## config.mk

```make
export PLATFORM = sky130hd
export DESIGN_NAME = iq_sample_packer
export DESIGN_NICKNAME = d
export VERILOG_FILES = /design/src/rtl/ft_pkg.sv /design/src/rtl/iq_pair_packer.sv /design/src/rtl/iq_sample_packer.sv
export SDC_FILE = /design/constraint.sdc
export NUM_CORES = 1
export LEC_CHECK = 0
export ABC_AREA = 1
export BUFFER_PORTS_ARGS = -buffer_cell sky130_fd_sc_hd__buf_2
export CELL_PAD_IN_SITES_DETAIL_PLACEMENT = 1
export CELL_PAD_IN_SITES_GLOBAL_PLACEMENT = 2
export CORE_MARGIN = 3
export CORE_UTILIZATION = 35
export CTS_CLUSTER_SIZE = 16
export DETAILED_ROUTE_END_ITERATION = 10
export PLACE_DENSITY = 0.81
export SETUP_SLACK_MARGIN = 0.15
export SLEW_MARGIN = 10
export SYNTH_ARGS = -nofsm -noshare
export SYNTH_HDL_FRONTEND = slang
export SYNTH_SLANG_ARGS = --single-unit
```

## constraint.sdc

```tcl
create_clock -name clk -period 4.25 [get_ports clk]
set_clock_uncertainty 0.1 [all_clocks]
set_input_delay 0.6375 -clock clk [delete_from_list [all_inputs] [get_ports clk]]
set_output_delay 0.6375 -clock clk [all_outputs]
set_load 0.02 [all_outputs]
```

## src/rtl/ft_pkg.sv

```systemverilog
// Shared definitions for the FT600 streaming path: bus width, default frame
// sync word and the frame FSM state encoding.
package ft_pkg;

  localparam int          FT_DATA_WIDTH     = 32;
  localparam logic [31:0] SYNC_WORD_DEFAULT = 32'hA5A55A5A;

  typedef enum logic [1:0] {
    ST_IDLE    = 2'd0,
    ST_HDR0    = 2'd1,
    ST_HDR1    = 2'd2,
    ST_PAYLOAD = 2'd3
  } frame_state_t;

endpackage

```

## src/rtl/iq_pair_packer.sv

```systemverilog
// Pairs consecutive complex samples into one 32-bit word {Q1,I1,Q0,I0}.
// The completed word is presented combinationally in the cycle the second
// sample arrives, so the caller can register it with one cycle of latency.
module iq_pair_packer
  import ft_pkg::*;
(
  input  logic                     clk,
  input  logic                     reset,
  input  logic                     clear,
  input  logic                     in_valid,
  input  logic [7:0]               in_i,
  input  logic [7:0]               in_q,
  output logic                     out_valid,
  output logic [FT_DATA_WIDTH-1:0] out_word
);

  logic [15:0] r_half;
  logic        r_half_vld;

  // Half-word occupancy: filled by the first sample of a pair, emptied by the second or by clear.
  always_ff @(posedge clk or posedge reset) begin
    if (reset) begin
      r_half_vld <= 1'b0;
    end else if (clear) begin
      r_half_vld <= 1'b0;
    end else if (in_valid) begin
      r_half_vld <= ~r_half_vld;
    end
  end

  // Half-word data: captures sample 0 of a pair; meaningful only while r_half_vld is set.
  always_ff @(posedge clk) begin
    if (in_valid && !r_half_vld) begin
      r_half <= {in_q, in_i};
    end
  end

  assign out_valid = in_valid && r_half_vld && !clear;
  assign out_word  = {in_q, in_i, r_half};

endmodule

```

## src/rtl/iq_sample_packer.sv

```systemverilog
// Packs I/Q sample pairs into 32-bit words and frames them (sync word,
// {sequence, drop count} header, FRAME_WORDS payload words) onto the write
// side of the A2F FIFO. Payload words meeting a full FIFO are dropped and
// counted; header words wait for space instead.
module iq_sample_packer
  import ft_pkg::*;
#(
  parameter int          FT_DATA_WIDTH = ft_pkg::FT_DATA_WIDTH,
  parameter int          FRAME_WORDS   = 1024,
  parameter logic [31:0] SYNC_WORD     = ft_pkg::SYNC_WORD_DEFAULT
)(
  input  logic                     clk,
  input  logic                     reset,
  input  logic                     enable,
  input  logic                     sample_valid,
  input  logic [7:0]               sample_i,
  input  logic [7:0]               sample_q,
  input  logic                     fifo_full,
  output logic                     fifo_wr_req,
  output logic [FT_DATA_WIDTH-1:0] fifo_wdata,
  output logic [15:0]              drop_cnt,
  output logic [15:0]              frame_seq
);

  frame_state_t             r_state;
  logic                     r_wr_req;
  logic [FT_DATA_WIDTH-1:0] r_wdata;
  logic [15:0]              r_drop;
  logic [15:0]              r_seq;
  logic [16:0]              r_pay_cnt;
  logic [FT_DATA_WIDTH-1:0] r_hold;
  logic                     r_hold_vld;

  frame_state_t             w_state_nxt;
  logic                     w_wr_nxt;
  logic [FT_DATA_WIDTH-1:0] w_wdata_nxt;
  logic [15:0]              w_drop_nxt;
  logic [15:0]              w_seq_nxt;
  logic [16:0]              w_pay_nxt;
  logic [FT_DATA_WIDTH-1:0] w_hold_nxt;
  logic                     w_hold_vld_nxt;
  logic [1:0]               w_n_drop;
  logic [1:0]               w_n_words;
  logic [16:0]              w_pay_sum;
  logic [FT_DATA_WIDTH-1:0] w_out_word;

  logic                     w_pk_clear;
  logic                     w_pk_in_vld;
  logic                     w_cmp_vld;
  logic [FT_DATA_WIDTH-1:0] w_cmp_word;

  function automatic logic [15:0] sat_add16(input logic [15:0] a, input logic [1:0] n);
    logic [16:0] s;
    s = {1'b0, a} + {15'd0, n};
    return s[16] ? 16'hFFFF : s[15:0];
  endfunction

  // Samples only count while streaming; leaving IDLE or disabling drops any half pair.
  assign w_pk_clear  = !enable || (r_state == ST_IDLE);
  assign w_pk_in_vld = sample_valid && !w_pk_clear;

  iq_pair_packer u_pair (
    .clk       (clk),
    .reset     (reset),
    .clear     (w_pk_clear),
    .in_valid  (w_pk_in_vld),
    .in_i      (sample_i),
    .in_q      (sample_q),
    .out_valid (w_cmp_vld),
    .out_word  (w_cmp_word)
  );

  // Frame state register.
  always_ff @(posedge clk or posedge reset) begin
    if (reset) begin
      r_state <= ST_IDLE;
    end else begin
      r_state <= w_state_nxt;
    end
  end

  // Next state plus write/hold/counter decisions for the current cycle.
  always_comb begin
    w_state_nxt    = r_state;
    w_wr_nxt       = 1'b0;
    w_wdata_nxt    = r_wdata;
    w_drop_nxt     = r_drop;
    w_seq_nxt      = r_seq;
    w_pay_nxt      = r_pay_cnt;
    w_hold_nxt     = r_hold;
    w_hold_vld_nxt = r_hold_vld;
    w_n_drop       = 2'd0;
    w_n_words      = 2'd0;
    w_pay_sum      = r_pay_cnt;
    w_out_word     = r_hold;

    if (!enable) begin
      // Abandon everything in flight; an interrupted payload still consumes a sequence number.
      w_state_nxt    = ST_IDLE;
      w_hold_vld_nxt = 1'b0;
      if (r_state == ST_PAYLOAD) begin
        w_seq_nxt = r_seq + 16'd1;
      end
    end else begin
      case (r_state)
        ST_IDLE: begin
          w_state_nxt = ST_HDR0;
        end
        ST_HDR0, ST_HDR1: begin
          // Completions during the header park in the hold slot; a second one has nowhere to go.
          if (w_cmp_vld) begin
            if (r_hold_vld) begin
              w_n_drop = 2'd1;
            end else begin
              w_hold_nxt     = w_cmp_word;
              w_hold_vld_nxt = 1'b1;
            end
          end
          w_drop_nxt = sat_add16(r_drop, w_n_drop);
          if (!fifo_full) begin
            w_wr_nxt = 1'b1;
            if (r_state == ST_HDR0) begin
              w_wdata_nxt = SYNC_WORD;
              w_state_nxt = ST_HDR1;
            end else begin
              w_wdata_nxt = {r_seq, r_drop};
              w_drop_nxt  = {14'd0, w_n_drop};
              w_pay_nxt   = '0;
              w_state_nxt = ST_PAYLOAD;
            end
          end
        end
        ST_PAYLOAD: begin
          // The held word leaves first; a completion colliding with it is lost.
          if (r_hold_vld) begin
            w_out_word     = r_hold;
            w_hold_vld_nxt = 1'b0;
            w_n_words      = w_cmp_vld ? 2'd2 : 2'd1;
            w_n_drop       = w_cmp_vld ? 2'd1 : 2'd0;
          end else begin
            w_out_word = w_cmp_word;
            w_n_words  = w_cmp_vld ? 2'd1 : 2'd0;
          end
          if (w_n_words != 2'd0) begin
            if (fifo_full) begin
              w_n_drop = w_n_drop + 2'd1;
            end else begin
              w_wr_nxt    = 1'b1;
              w_wdata_nxt = w_out_word;
            end
          end
          w_drop_nxt = sat_add16(r_drop, w_n_drop);
          w_pay_sum  = r_pay_cnt + {15'd0, w_n_words};
          if ((w_n_words != 2'd0) && (w_pay_sum >= 17'(FRAME_WORDS))) begin
            w_state_nxt = ST_HDR0;
            w_seq_nxt   = r_seq + 16'd1;
            w_pay_nxt   = '0;
          end else begin
            w_pay_nxt = w_pay_sum;
          end
        end
        default: begin
          w_state_nxt = ST_IDLE;
        end
      endcase
    end
  end

  // Control and output registers.
  always_ff @(posedge clk or posedge reset) begin
    if (reset) begin
      r_wr_req   <= 1'b0;
      r_wdata    <= '0;
      r_drop     <= '0;
      r_seq      <= '0;
      r_pay_cnt  <= '0;
      r_hold_vld <= 1'b0;
    end else begin
      r_wr_req   <= w_wr_nxt;
      r_wdata    <= w_wdata_nxt;
      r_drop     <= w_drop_nxt;
      r_seq      <= w_seq_nxt;
      r_pay_cnt  <= w_pay_nxt;
      r_hold_vld <= w_hold_vld_nxt;
    end
  end

  // Hold slot data; qualified by r_hold_vld.
  always_ff @(posedge clk) begin
    r_hold <= w_hold_nxt;
  end

  assign fifo_wr_req = r_wr_req;
  assign fifo_wdata  = r_wdata;
  assign drop_cnt    = r_drop;
  assign frame_seq   = r_seq;

endmodule

```

==> flow_summary_export.csv, run 1 <==
group,metric,value,unit
worst_setup_path,rr_endpoint,"drop_cnt[11]$_DFFE_PP0P_",
global_routing,grt-ovfl-total,0,
timing,tightestPinTransition,914,ps
power,leakage,4.01,nW
drt,post_drt_wl_per_cell,17.6,microns
drt,routed_wl,21.8,mm
power,swShare,40.6,%
worst_setup_path,worst-path-max-fanout,10,
power,pwr-share-seq,36.2,%
global_routing,grt_usage,19.9,%
logic_synthesis,synth-edff-count,48,
logic_synthesis,synthDistinctLibCells,45,
timing,min_period,3620,ps
drt,via_per_inst,5.02,
power,netSwitchingPower,2.14,mW
die,die_w,151,microns
timing,drv_slew,0,
global_routing,grt_max_degree,53,
worst_setup_path,arrival,3840,ps
layout,drive_above_1_share,19.6,%
timing,max_freq,276,MHz
timing,slew_headroom,38.9,%
die,die_h,151,microns
placed_design,place_congestion,0.806,
timing,finalSetupViolCount,0,
timing,hold_ws,213,ps
die,core,0.0204,sq mm
clocking,cts_resized,0,
run,drv_cap,0,
placed_design,port_buffers,85,
clocking,clock_tree.buffer_depth,2,
timing,rsz0062_at_grt,"false",
clocking,h-tree-depth,4,
clocking,cts_sinks,134,
drt,drt-initial-drc-count,315,
worst_setup_path,timing.rr.start,"r_state[0]$_DFFE_PP0P_",
logic_synthesis,async_reset_ff_share,64.2,%
worst_setup_path,cp_data_required_time,4460,ps
logic_synthesis,syn-cell-area,0.00733,sq mm
placed_design,post-place-cells,1206,
power,clkPwrFrac,30.3,%
clocking,clock_latency,420,ps
clocking,hold_buffers,0,
logic_synthesis,synthCells,869,
layout,antenna_cells,0,
logic_synthesis,ys.flop_type,"dfrtp_1",
global_routing,grt_pass1_vias,6421,
drt,drt.antenna.violating_nets,0,
clocking,cts_buffers,17,
layout,nNetsFinal,989,
clocking,post_cts_buffers,0,
die,io_pins,86,
power,p_int,3.14,mW
run_status,status,"finished, final reports clean",
logic_synthesis,synth_seq_cells,134,
clocking,cts_tree,"built",
clocking,root_buffer,"clkbuf_16",
die,rows,52,
logic_synthesis,yosysSeqAreaShare,49.0,%
global_routing,grt_antenna_before_repair,0,
drt,firstDrtPassIters,4,
die,die_area,0.0227,sq mm
power,max-vdd-ir-drop,0.304,mV
layout,areaGrowthSynthToFinish,18.4,%
timing,finalHoldViolCount,0,
worst_setup_path,worst_setup_path_start_kind,"flip-flop",
logic_synthesis,syn_area_per_cell,8.44,sq um
logic_synthesis,ys.warnings.count,0,
layout,instances_no_fill,1238,
layout,nFillCells,2487,
worst_setup_path,ff2ff_path_depth,19,
clocking,clk_pin_slew,60,ps
power,p_comb_share,33.5,%
logic_synthesis,synth_fp_nets,903,
worst_setup_path,path_class,"reg -> reg",
worst_setup_path,cp-end-kind,"flip-flop",
die,start_util,35.9,%
power,p_per_area,608,mW/mm^2
worst_setup_path,startpoint,"r_state[0]$_DFFE_PP0P_",
drt,drc_errors,0,
placed_design,dp_hpwl,15.3,mm
min_path,min_path_type,"in -> async",
global_routing,grt_pass1_wl,35.3,mm
drt,dr_total_vias,6220,
worst_setup_path,regToRegSetupSlack,630,ps
timing,finalCritPeriodShare,85.3,%
timing,tns,0,ps
worst_setup_path,crit_path_end,"drop_cnt[11]$_DFFE_PP0P_",
[power groups by stage]
stage	Clock, mW	Combinational [mW]	Sequential, mW
after floorplan	0	0.896	2.14
after global placement	0	1.75	1.94
after detailed placement	0	1.79	1.95
after CTS	1.63	1.80	1.92
after global routing	1.70	1.97	1.96
final	1.60	1.77	1.91
[kinds of logic (layout without fill, tap and decap cells)]
kind of cell	count (synthesis)	count (layout)	synth area share, %
xor gates and xnor gates	31	31	3.70
and+or+nand+nor	415	415	25.5
AOI/OAI and AO/OA	137	137	11.7
muxes	1	1	0.137
adders and majority gates	13	13	2.32
buffers and inverters	138	237	7.59
DFF	134	134	49.0
[layout by cell type (no fill, tap or decap), types with 3 or more instances in the layout]
cell       count
nand2_1      215
nor2_2         5
edfxtp_1      48
nand2_2       18
inv_2          5
a22oi_1        5
o21ai_1        7
dfrtp_1       86
a21oi_1       31
o22ai_2        6
inv_1         97
bufinv_16      3
o22ai_1        3
inv_6          7
nor3_1        13
clkbuf_16     18
nor2_4         5
nand3_1       63
nand4_1        9
ha_1          11
o21ai_0       55
a31oi_1        7
xor2_1        28
o21ai_2        3
nand2_4        3
nor2_1        73
buf_4         14
o221ai_1      16
buf_2         85
clkinv_1       3
xnor2_1        3
nand2_8        3
[flip-flops by register name (all words and copies together), names as in the netlist]
signal	cells
fifo_wdata	32
r_hold	32
r_pay_cnt	17
drop_cnt	16
frame_seq	16
u_pair.r_half	16
r_state	2
fifo_wr_req	1
r_hold_vld	1
u_pair.r_half_vld	1
[layer usage]
metal / vias to the layer above / share of wire, % / global-route usage, %
met1: 3083 / 48 / 28.1
met3: 13 / 3.5 / 4.03
met4: 0 / 0.76 / 3.99
met2: 94 / 47 / 31.9
met5: - / 0 / 0
li1: 3030 / - / -
[cells in the mapped netlist (all sizes together), types with 2 or more instances]
master,count,area [sq um]
a22oi,5,37.5
nand2,239,1010
a31oi,8,56.3
clkbuf,20,76.3
nor3,15,85.1
clkinv,3,11.3
dfrtp,86,2150
nand3,64,325
o21ai,65,337
nor2,83,359
edfxtp,48,1440
o221ai,16,140
buf,12,82.6
nand4,9,56.3
xnor2,3,26.3
a21oi,31,155
inv,103,387
o22ai,9,93.8
ha,12,150
xor2,28,245
or2,2,12.5
nor4,2,12.5
[worst max-delay path, cell delays in order, from the launching register on]
cell     delay (ps)
dfrtp_1         410
inv_1            60
ha_1            230
nor2_4          120
nand3_1         150
inv_1           120
ha_1            250
xnor2_1         140
a21oi_1          80
ha_1            200
inv_1            70
fa_1            260
nor2_1           90
nand2_1         170
o31ai_2          90
buf_4           160
a31oi_2         510
nand3_1         130
o21ai_1         110
inv_1            60
[final cells by class]
cell class                      count  area [sq um]  share of cell area, %
Clock inverter                     14           181                   2.09
Multi-Input combinational cell    597          3190                   36.7
Sequential cell                   134          3590                   41.4
Tap cell                          270           338                   3.89
Timing Repair Buffer               99           531                   6.11
Inverter                          106           399                   4.60
Clock buffer                       18           450                   5.19
[worst min-delay path by stage]
stage                                    start                          to  depth (start not counted)
finish                                   reset  fifo_wdata[20]$_DFFE_PP0P_                          3
global route                             reset    frame_seq[6]$_DFFE_PP0P_                          3
CTS                                      reset    frame_seq[6]$_DFFE_PP0P_                          3
detailed placement  fifo_wdata[30]$_DFFE_PP0P_  fifo_wdata[30]$_DFFE_PP0P_                          2
global placement    fifo_wdata[15]$_DFFE_PP0P_  fifo_wdata[15]$_DFFE_PP0P_                          2
floorplan               r_state[1]$_DFFE_PP0P_      r_state[1]$_DFFE_PP0P_                          2
[per-stage QoR]
step | power [mW] | setup WS (ps) | instance area (sq um) | util [%]
final | 5.28 | 627 | 8680 | 42.5
after global routing | 5.62 | 295 | 8680 | 42.5
after detailed placement | 3.73 | 405 | 8050 | 39.4
after floorplan | 3.03 | 940 | 7330 | -
after global placement | 3.69 | 544 | 8050 | 39.4
after CTS | 5.35 | 616 | 8680 | 42.5
Note: power is estimated with default switching activity, not from simulation.
==> inputs of run 2 (changes only) <==
- clock period: 4.25 -> 4.16 ns (I/O delays scaled with it)
==> flow_summary_export.csv, run 2 (synthesis results as in run 1) <==
group,metric,value,unit
run_status,status,"finished, final reports clean",
clocking,cts_sinks,134,
worst_setup_path,crit_slowest_cell,"fa_1",
placed_design,port_buffers,85,
timing,tightestPinTransition,888,ps
worst_setup_path,cp_num_cells,18,
global_routing,grt_usage,19.6,%
drt,maxUsedRoutingLayer,"met4",
worst_setup_path,ff2ff_path_depth,18,
worst_setup_path,crit_top_cell,"inv_1",
clocking,cts_resized,0,
timing,max_freq,281,MHz
clocking,post_cts_buffers,0,
drt,via_per_inst,5.02,
clocking,cts_buffers,17,
run,drv_cap,0,
worst_setup_path,worst_setup_path_start_kind,"flip-flop",
timing,drv_slew,0,
layout,areaGrowthSynthToFinish,18.1,%
min_path,min_path_type,"in -> async",
drt,firstDrtPassIters,4,
clocking,root_buffer,"clkbuf_16",
placed_design,place_ws,429,ps
timing,rsz0062_at_grt,"false",
layout,nNetsFinal,989,
layout,multi_input_area,0.00319,sq mm
die,io_pins,86,
power,max-vdd-ir-drop,0.254,mV
layout,final_common_cell,"nand2_1",
clocking,cts_tree,"built",
layout,drive_above_1_share,19.6,%
worst_setup_path,arrival,3820,ps
clocking,clock_tree.buffer_depth,2,
global_routing,grt_max_degree,65,
layout,seq_area,0.00359,sq mm
worst_setup_path,path_class,"reg -> reg",
global_routing,grt-ovfl-total,0,
timing,slew_headroom,40.6,%
timing,min_period,3560,ps
drt,met2_length,10.2,mm
global_routing,grt_pass1_vias,6350,
timing,setup_slack,599,ps
timing,tns,0,ps
layout,final_util,42.4,%
worst_setup_path,cp_slowest_stage_delay,440,ps
timing,finalCritPeriodShare,85.6,%
power,p_per_area,611,mW/mm^2
drt,drt-initial-drc-count,386,
drt,post_drt_wl_per_cell,17.3,microns
die,die_w,151,microns
placed_design,dp_hpwl,15.1,mm
global_routing,grt_pass1_wl,34.7,mm
placed_design,place_congestion,0.812,
layout,nFillCells,2486,
global_routing,grt_antenna_before_repair,0,
clocking,clk_pin_slew,60,ps
drt,wl_met1,10.1,mm
worst_setup_path,crit_family,"adder cells",
drt,wl_met3,996,microns
drt,dr_total_vias,6215,
die,rows,52,
die,core,0.0204,sq mm
layout,antenna_cells,0,
drt,drt.antenna.violating_nets,0,
worst_setup_path,worst-path-max-fanout,10,
clocking,clock_latency,420,ps
layout,final_cell_mix,"215 x nand2_1, 97 x inv_1, 86 x dfrtp_1",
die,die_area,0.0227,sq mm
drt,drc_errors,0,
timing,finalHoldViolCount,0,
clocking,hold_buffers,0,
worst_setup_path,worstPathCellList,"inv_1, ha_1, nor2_4, nand3_1, ha_1, inv_1, nor2_1, a21oi_1, ha_1, inv_1, fa_1, nor2_1, nand2_1, o31ai_2, a31oi_2, nand3_1, o21ai_1, inv_1",
worst_setup_path,cp_data_required_time,4420,ps
drt,routed_wl,21.4,mm
timing,finalSetupViolCount,0,
clocking,h-tree-depth,4,
die,start_util,35.9,%
power,leakage,3.99,nW
worst_setup_path,cp_num_buf_inv,4,
die,die_h,151,microns
worst_setup_path,cp-end-kind,"flip-flop",
run 2: changes by cell type in the layout (fill, tap and decap cells not counted):
cell,change
inv_6,-4
bufinv_16,-1
clkbuf_16,-1
clkinv_2,+1
buf_12,+1
clkinvlp_4,+1
buf_4,-1
inv_8,+3
clkinv_4,+1
run 2: area by class of cell:
class                   count  area share (%)
multi-input cells         597            36.8
flip-flops and latches    134            41.5
clock inverters            15            1.98
repair buffers             99            6.27
well taps                 270            3.90
inverters                 106            4.61
clock buffers              17            4.91
run 2: layer usage:
metal	vias up	track usage, %
met2	103	31.4
li1	3032	-
met5	-	0
met3	6	3.67
met1	3074	28.0
met4	0	3.67
run 2: path summary, 6_finish.rpt:
| check | start | end | slack (ps) |
|---|---|---|---|
| max | r_state[0]$_DFFE_PP0P_ | drop_cnt[15]$_DFFE_PP0P_ | 600 |
| min reg2reg | fifo_wdata[15]$_DFFE_PP0P_ | fifo_wdata[15]$_DFFE_PP0P_ | 400 |
| max in group asynchronous | reset | drop_cnt[15]$_DFFE_PP0P_ | 3060 |
| min | reset | fifo_wdata[23]$_DFFE_PP0P_ | 100 |
| max reg2reg | r_state[0]$_DFFE_PP0P_ | drop_cnt[15]$_DFFE_PP0P_ | 600 |
| min in group clk | sample_q[6] | u_pair.r_half[14]$_DFFE_PP_ | 300 |
run 2: through the flow:
stage	hold slack (ps)	std cells	power [mW]	area, sq um
after floorplan	367	869	3.10	7330
after global placement	384	1206	3.78	8060
after detailed placement	396	1206	3.81	8060
after CTS	103	1238	5.37	8660
after global routing	123	1238	5.66	8660
final	104	1238	5.29	8660
run 2: power breakdown:
part / switching, mW / internal, mW / total (mW)
Clock: 0.638 / 0.901 / 1.54
Sequential: 0.286 / 1.66 / 1.94
Combinational: 1.25 / 0.559 / 1.81
Total: 2.17 / 3.12 / 5.29
